===== src/rtl/multi_spi_frame_rx_if.sv =====
// Bus bundle for the multi-lane SPI receive deserialiser: lane data, strobes,
// the word handshake and status flags.
interface multi_spi_frame_rx_if #(
   parameter int unsigned REGSIZE = 8
);
   logic [3:0]         I;
   logic [1:0]         S;
   logic               writeSelect;
   logic               sample;
   logic [REGSIZE-1:0] register;
   logic [REGSIZE-1:0] word;
   logic               word_valid;
   logic               word_ready;
   logic               busy;
   logic               overflow;
   logic               ovf_clr;

   // Driver side: pad/edge-detect logic and the word consumer
   modport master (
      output I, S, writeSelect, sample, word_ready, ovf_clr,
      input  register, word, word_valid, busy, overflow
   );

   // Receiver side
   modport slave (
      input  I, S, writeSelect, sample, word_ready, ovf_clr,
      output register, word, word_valid, busy, overflow
   );
endinterface


===== src/rtl/multi_spi_frame_rx.sv =====
// Multi-lane (x1/x2/x4) SPI receive deserialiser. Assembles REGSIZE-bit words
// from lane data on sample strobes and hands them off through a valid/ready
// holding register, flagging words dropped while the holder is still full.
module multi_spi_frame_rx #(
   parameter int unsigned REGSIZE    = 8,
   parameter logic        SELECTCODE = 1'b0
) (
   input logic                 clk,
   input logic                 rst,
   multi_spi_frame_rx_if.slave bus
);

   localparam int unsigned     CW      = $clog2(REGSIZE + 1);
   localparam logic [CW-1:0]   LP_FULL = CW'(REGSIZE);

   typedef enum logic {
      ST_IDLE,
      ST_SHIFT
   } state_t;

   state_t             r_state;
   logic [CW-1:0]      r_count;
   logic [1:0]         r_lmode;
   logic [REGSIZE-1:0] r_register;
   logic [REGSIZE-1:0] r_word;
   logic               r_word_valid;
   logic               r_busy;
   logic               r_overflow;

   logic               w_sel;
   logic [1:0]         w_mode;
   logic [CW-1:0]      w_lanes;
   logic [3:0]         w_mask;
   logic               w_shift;
   logic [REGSIZE-1:0] w_nxt;
   logic [CW-1:0]      w_sum;
   logic               w_done;
   logic               w_load;
   logic [CW-1:0]      w_count_nxt;

   // Lane decode, next shift value and next bit count
   always_comb begin
      w_sel   = (bus.writeSelect == SELECTCODE);
      // Mode comes live from S on the first shift of a word, latched after that
      w_mode  = (r_state == ST_IDLE) ? bus.S : r_lmode;
      w_lanes = '0;
      w_mask  = '0;
      case (w_mode)
         2'b00:   begin w_lanes = CW'(1); w_mask = 4'b0001; end
         2'b01:   begin w_lanes = CW'(2); w_mask = 4'b0011; end
         2'b11:   begin w_lanes = CW'(4); w_mask = 4'b1111; end
         default: begin w_lanes = '0;     w_mask = 4'b0000; end
      endcase
      w_shift = w_sel && bus.sample && (w_lanes != '0);
      w_nxt   = (r_register << w_lanes) | REGSIZE'(bus.I & w_mask);
      w_sum   = r_count + w_lanes;
      w_done  = w_shift && (w_sum == LP_FULL);
      w_load  = !r_word_valid || bus.word_ready;
      if (w_done)
         w_count_nxt = '0;
      else if (w_shift)
         w_count_nxt = w_sum;
      else if (!w_sel)
         w_count_nxt = '0;
      else
         w_count_nxt = r_count;
   end

   // Word-assembly FSM with registered shift, handshake and status outputs
   always_ff @(posedge clk) begin
      if (rst) begin
         r_state      <= ST_IDLE;
         r_count      <= '0;
         r_lmode      <= '0;
         r_register   <= '0;
         r_word       <= '0;
         r_word_valid <= 1'b0;
         r_busy       <= 1'b0;
         r_overflow   <= 1'b0;
      end else begin
         r_count <= w_count_nxt;
         r_busy  <= (w_count_nxt != '0);
         r_state <= (w_count_nxt != '0) ? ST_SHIFT : ST_IDLE;
         if (w_shift) begin
            r_register <= w_nxt;
            if (r_state == ST_IDLE)
               r_lmode <= bus.S;
         end
         // A completion that can load wins over a plain accept, so valid never gaps
         if (w_done && w_load) begin
            r_word       <= w_nxt;
            r_word_valid <= 1'b1;
         end else if (r_word_valid && bus.word_ready) begin
            r_word_valid <= 1'b0;
         end
         // A new drop outranks a simultaneous clear
         if (w_done && !w_load)
            r_overflow <= 1'b1;
         else if (bus.ovf_clr)
            r_overflow <= 1'b0;
      end
   end

   assign bus.register   = r_register;
   assign bus.word       = r_word;
   assign bus.word_valid = r_word_valid;
   assign bus.busy       = r_busy;
   assign bus.overflow   = r_overflow;

endmodule


===== src/flat_wrapper.sv =====
// flat-port wrapper written by rule: the top's interface ports become plain ports
module multi_spi_frame_rx_flat 
#(
   parameter int unsigned REGSIZE    = 8,
   parameter logic        SELECTCODE = 1'b0
)
  (clk, rst, bus_I, bus_S, bus_writeSelect, bus_sample, bus_word_ready, bus_ovf_clr, bus_register, bus_word, bus_word_valid, bus_busy, bus_overflow);
  multi_spi_frame_rx_if #(.REGSIZE(REGSIZE)) bus_i ();
  input logic clk;
  input logic rst;
  input wire logic [$bits(bus_i.I)-1:0] bus_I;
  input wire logic [$bits(bus_i.S)-1:0] bus_S;
  input wire logic [$bits(bus_i.writeSelect)-1:0] bus_writeSelect;
  input wire logic [$bits(bus_i.sample)-1:0] bus_sample;
  input wire logic [$bits(bus_i.word_ready)-1:0] bus_word_ready;
  input wire logic [$bits(bus_i.ovf_clr)-1:0] bus_ovf_clr;
  output wire logic [$bits(bus_i.register)-1:0] bus_register;
  output wire logic [$bits(bus_i.word)-1:0] bus_word;
  output wire logic [$bits(bus_i.word_valid)-1:0] bus_word_valid;
  output wire logic [$bits(bus_i.busy)-1:0] bus_busy;
  output wire logic [$bits(bus_i.overflow)-1:0] bus_overflow;
  assign bus_i.I = bus_I;
  assign bus_i.S = bus_S;
  assign bus_i.writeSelect = bus_writeSelect;
  assign bus_i.sample = bus_sample;
  assign bus_i.word_ready = bus_word_ready;
  assign bus_i.ovf_clr = bus_ovf_clr;
  assign bus_register = bus_i.register;
  assign bus_word = bus_i.word;
  assign bus_word_valid = bus_i.word_valid;
  assign bus_busy = bus_i.busy;
  assign bus_overflow = bus_i.overflow;
  multi_spi_frame_rx #(.REGSIZE(REGSIZE), .SELECTCODE(SELECTCODE)) u_core (.clk(clk), .rst(rst), .bus(bus_i));
endmodule

===== config.mk =====
export PLATFORM = sky130hd
export DESIGN_NAME = multi_spi_frame_rx_flat
export DESIGN_NICKNAME = d
export VERILOG_FILES = /design/src/rtl/multi_spi_frame_rx_if.sv /design/src/rtl/multi_spi_frame_rx.sv /design/src/flat_wrapper.sv
export SDC_FILE = /design/constraint.sdc
export NUM_CORES = 1
export LEC_CHECK = 0
export BUFFER_PORTS_ARGS = -buffer_cell sky130_fd_sc_hd__buf_2
export CORE_MARGIN = 2
export CORE_UTILIZATION = 45
export CTS_CLUSTER_SIZE = 10
export DETAILED_ROUTE_END_ITERATION = 10
export GPL_TIMING_DRIVEN = 1
export PLACE_DENSITY = 0.72
export SYNTH_ARGS = -nofsm -noshare
export SYNTH_HDL_FRONTEND = slang
export SYNTH_SLANG_ARGS = --single-unit

===== constraint.sdc =====
create_clock -name clk -period 2.7 [get_ports clk]
set_input_delay 0.54 -clock clk [delete_from_list [all_inputs] [get_ports clk]]
set_output_delay 0.54 -clock clk [all_outputs]
set_load 0.05 [all_outputs]

==> results.cfg, run 1 <==
[critical_path]
critical_path.endpoint_type = register
rr_endpoint = u_core.bus.word[3]
rr_worst_depth = 10
path_max_fanout = 9
worstPathRequired_ns = 2.89
cp-start-kind = register
worstSetupPathType = register to register
worstSetupStartpoint = u_core.r_state
worstPathArrival_ns = 2.69
r2r_start = u_core.r_state
reg2reg_slack_ns = 0.21

[die]
die_x_microns = 60.5
rows = 20
coreArea_sq_mm = 0.00305
dieArea_sq_mm = 0.00367
io_pins = 31
start_util_pct = 47.1
die_h_microns = 60.5

[finish]
antenna_cells = 0
multi_input_area_sq_um = 862
final_cell_mix = 30 x buf_2, 24 x dfxtp_1, 23 x nor3_1
layout.nets = 199
syn_to_final_growth_pct = 13.4
final_common_cell = buf_2
nFillCells = 310
regArea_sq_um = 504
drive_above_1_share_pct = 27.2

[clock_network]
cts_made_buffers = 3
clkSinkCount = 25
cts_root_buf = clkbuf_4
clk_path_buf_depth = 2
insertion_delay_ns = 0.31
cts_tree = done
htreeDepth = 1
clkTransAtPathRegs_ns = 0.13
cts_hold_buf = 0

[synthesis]
synth_cell_type_count = 41
syn_nets = 173
yosysTopAreaCell = dfxtp_1
seq_area_frac_synth_pct = 34.8
synth_edf_count = 0
synth_top_area_share_pct = 34.8
ys_top_cells_by_area = dfxtp_1 35%, nor3_1 8.0%, mux4_1 7.3%
async_flop_share_pct = 0
synth_seq_cells = 25
syn_area_per_cell_sq_um = 9.05
postSynthCellCount = 159
ys.flop_type = dfxtp_1
ys_warn_count = 0
mappedNetlistArea_sq_mm = 0.00144

[pwr]
p_leak_nw = 0.652
powerDensity_mw_per_mm2 = 442
vdd_ir_drop_max_mv = 0.386

[timing]
final.min_clock_period_ns = 2.49
setup_tns_ns = 0
fmax_mhz = 401
slew_headroom_pct = 37.3
fin_crit_sh_pct = 92.4
setup_ws_ns = 0.207
setup_violations = 0
skew_ns = 0.00371
tightest_slew_ns = 0.938
hold_viol = 0
rsz0062_at_grt = false
drv_slew = 0

[place]
hpwlAfterDp_mm = 2.47
globalplace.congestion = 0.840
portBuffers = 30
dp_slack_ns = 0.0511

[global_routing]
grt_util_all_layers_pct = 19.2
grt_max_degree = 26
grt_pass1_vias = 1169
grt-busiest-layer = met2
grt_util_met3_pct = 3.84
grt-ovfl-total = 0
antenna_found_initial = 0
use_met1_pct = 26.6
grt_pass1_wl_mm = 5.38
grt_use_met2_pct = 32.1

[drt]
first_iter_violations = 31
routed_via_density = 5.64
first_pass_iters = 4
wl_mm = 3.23
drc = 0
wl_per_cell_microns = 14.2
vias = 1286
final_antenna_net_count = 0

[hold_path]
min_from = bus_I[0]
hold_class = input pin to register
min_delay_worst_endpoint = u_core.bus.register[0]
hold_depth = 3

[flow_run]
drv_cap = 0

[status]
outcome = finished, final reports clean
## layer usage
| metal | vias to the layer above | part of all wire, % | wire length (microns) |
|---|---|---|---|
| met5 | - | 0 | 0 |
| li1 | 641 | - | - |
| met2 | 32 | 48 | 1570 |
| met4 | 0 | 0.77 | 25 |
| met3 | 4 | 4.2 | 135 |
| met1 | 609 | 47 | 1510 |
## through the flow
step	instances	hold WS (ns)	util, %	instance area [sq um]	power [mW]
after global placement	224	0.428	52.5	1600	0.560
after floorplan	159	0.507	-	1440	0.528
after CTS	228	0.466	53.3	1630	0.726
after detailed placement	224	0.469	52.5	1600	0.564
final	228	0.468	53.4	1630	0.721
after global routing	228	0.480	53.4	1630	0.758
## synthesized netlist by cell type, drive strengths merged (4+ instances only)
library cell / instances
mux4: 6
a211oi: 4
nand2: 11
clkbuf: 6
mux2i: 6
nor3: 23
nand3: 7
nor2: 15
a21oi: 12
o21ai: 6
buf: 6
dfxtp: 25
## state kept, by name, summed over array words and instances, names as in the netlist
signal                 count
u_core.bus.register        8
u_core.bus.word            8
u_core.r_count             4
u_core.r_lmode             2
u_core.bus.overflow        1
u_core.bus.word_valid      1
u_core.r_state             1
## cells by family after synthesis
family	count (synthesis)	share of synthesized area, %
AND/OR/NAND/NOR	67	23.0
AO/OA/AOI/OAI	34	16.6
flip-flops	25	34.8
buffers and inverters	15	5.39
multiplexers	14	17.3
XOR/XNOR	2	1.22
adder cells (fa/ha/maj)	2	1.74
## area by class of cell
cell class | count | area share, %
Sequential cell | 25 | 30.9
Multi-Input combinational cell | 119 | 52.8
Timing Repair Buffer | 33 | 10.6
Clock buffer | 4 | 1.61
Inverter | 3 | 0.690
Tap cell | 44 | 3.37
## worst max-delay path by stage
stage,to,slack (ns),cells past startpoint
floorplan,u_core.bus.word[4],0.15,12
global placement,u_core.bus.word[0],0.16,11
CTS,u_core.bus.word[0],0.13,10
global route,u_core.bus.word[0],0.06,10
detailed placement,u_core.bus.word[0],0.05,11
finish,u_core.bus.word[3],0.21,10
## power breakdown
| group | internal (mW) | switching, mW | total [mW] |
|---|---|---|---|
| registers | 0.379 | 0.0150 | 0.394 |
| clock network | 0.0578 | 0.106 | 0.164 |
| logic | 0.0615 | 0.101 | 0.162 |
| total | 0.499 | 0.222 | 0.721 |
## critical path, stage by stage (launching register included)
cell	delay (ns)
dfxtp_4	0.44
mux2_2	0.41
nor2_1	0.12
ha_1	0.20
ha_1	0.23
inv_1	0.07
o2111a_1	0.14
a211o_1	0.24
and3_2	0.25
a21oi_1	0.19
nor3_1	0.07
## repair_timing
item                                    in CTS  in global routing
buffers inserted                             0                  0
gates resized for setup                      0                  2
endpoints found under the setup margin       0                  9
Power figures use the tool's default switching activity.
==> inputs of run 2 (changes only) <==
Clock period 2.7 ns to 3.2 ns, I/O delays scaled along.
==> run 2 against run 1 <==
  * Final cell count up 0.44%
  * Register-to-register slack improved by 0.26 ns
  * Sequential share of layout area shrank 0.35 points
  * Largest power group unchanged
==> results.cfg, run 2 (synthesis results as in run 1) <==
[critical_path]
path_max_fanout = 9
worstPathRequired_ns = 3.46
worstPathArrival_ns = 2.99
reg2reg_slack_ns = 0.46
slowest_delay_ns = 0.60
crit_top_cell = ha_1
rr_worst_depth = 10
critical_path.endpoint_type = register
cp_top_family = compound AO/OA/AOI/OAI gates
cp-start-kind = register
worstSetupPathType = register to register
crit_chain = mux2_2 > nor2_1 > ha_1 > ha_1 > inv_1 > o211ai_1 > a211o_1 > and3_1 > a21oi_2 > a311oi_2
cp.depth = 10
slowest_stage = dfxtp_1
cp_num_buf_inv = 1

[place]
portBuffers = 30
dpl.cell_count = 225
dp_slack_ns = 0.439
post_dp_cell_area_sq_mm = 0.00161
hpwlAfterDp_mm = 2.52
globalplace.congestion = 0.806

[global_routing]
grt_pass1_vias = 1220
grt-ovfl-total = 0
grt_pass1_wl_mm = 5.51
antenna_found_initial = 0
grt_util_all_layers_pct = 19.9
grt_max_degree = 26

[clock_network]
cts_root_buf = clkbuf_4
cts_tree = done
clk_path_buf_depth = 2
clkTransAtPathRegs_ns = 0.15
insertion_delay_ns = 0.33
cts_hold_buf = 0
clkSinkCount = 25
cts_resized = 0
htreeDepth = 1
cts_made_buffers = 3
cts_setup_buffers = 0

[finish]
final_cell_mix = 30 x buf_2, 25 x dfxtp_1, 23 x nor3_1
antenna_cells = 0
syn_to_final_growth_pct = 13.8
drive_above_1_share_pct = 27.0
multi_input_area_sq_um = 861
finalInstanceArea_sq_mm = 0.00164
layout.nets = 200
fin_cells = 229
nFillCells = 320
final_util_pct = 53.6
regArea_sq_um = 500
final_common_cell = buf_2

[pwr]
power_mw = 0.621
p_leak_nw = 0.655
vdd_ir_drop_max_mv = 0.166
powerDensity_mw_per_mm2 = 379

[timing]
drv_slew = 0
rsz0062_at_grt = false
tightest_slew_ns = 0.618
skew_ns = 0.00839
hold_viol = 0
fmax_mhz = 365
final.min_clock_period_ns = 2.74
slew_headroom_pct = 57.6
setup_tns_ns = 0
setup_ws_ns = 0.463
fin_crit_sh_pct = 85.5
setup_violations = 0
hold_ws_ns = 0.465

[die]
die_x_microns = 60.5
io_pins = 31
dieArea_sq_mm = 0.00367
die_h_microns = 60.5
coreArea_sq_mm = 0.00305
rows = 20
start_util_pct = 47.1

[drt]
wl_mm = 3.29
drc = 0
first_iter_violations = 27
final_antenna_net_count = 0
vias = 1292
first_pass_iters = 4
routed_via_density = 5.64
wl_per_cell_microns = 14.4

[hold_path]
hold_class = register to register
hold_depth = 2

[flow_run]
drv_cap = 0

[status]
outcome = finished, final reports clean
## run 2: worst paths after layout
path / end / startpoint
min: u_core.bus.overflow / u_core.bus.overflow
min reg2reg: u_core.bus.overflow / u_core.bus.overflow
max reg2reg: u_core.bus.word[0] / u_core.r_state
max: u_core.bus.word[0] / u_core.r_state
## run 2: cell type report
cell class,count,share of cell area [%]
Clock buffer,3,1.38
Sequential cell,25,30.6
Timing Repair Buffer,34,11.0
Tap cell,44,3.36
Clock inverter,1,0.458
Multi-Input combinational cell,119,52.6
Inverter,3,0.688
## run 2: tightest hold or removal path: stages, from the launching register on
cell and delay, ns:
dfxtp_1 0.34, nand2_1 0.05, o31ai_1 0.06
## run 2: power by group
group / total, mW / leakage (nW) / switching, mW / internal (mW)
Combinational: 0.138 / 0.438 / 0.0859 / 0.0523
Sequential: 0.333 / 0.203 / 0.0125 / 0.321
Clock: 0.150 / 0.0139 / 0.102 / 0.0479
## run 2: per-layer routing
metal	vias to the layer above	part of all wire, %	wire length, microns	GRT usage, %
li1	644	-	-	-
met1	616	46	1530	26.5
met2	27	49	1610	33.5
met3	5	3.6	119	2.99
met4	0	1.0	34	5.90
met5	-	0	0	0
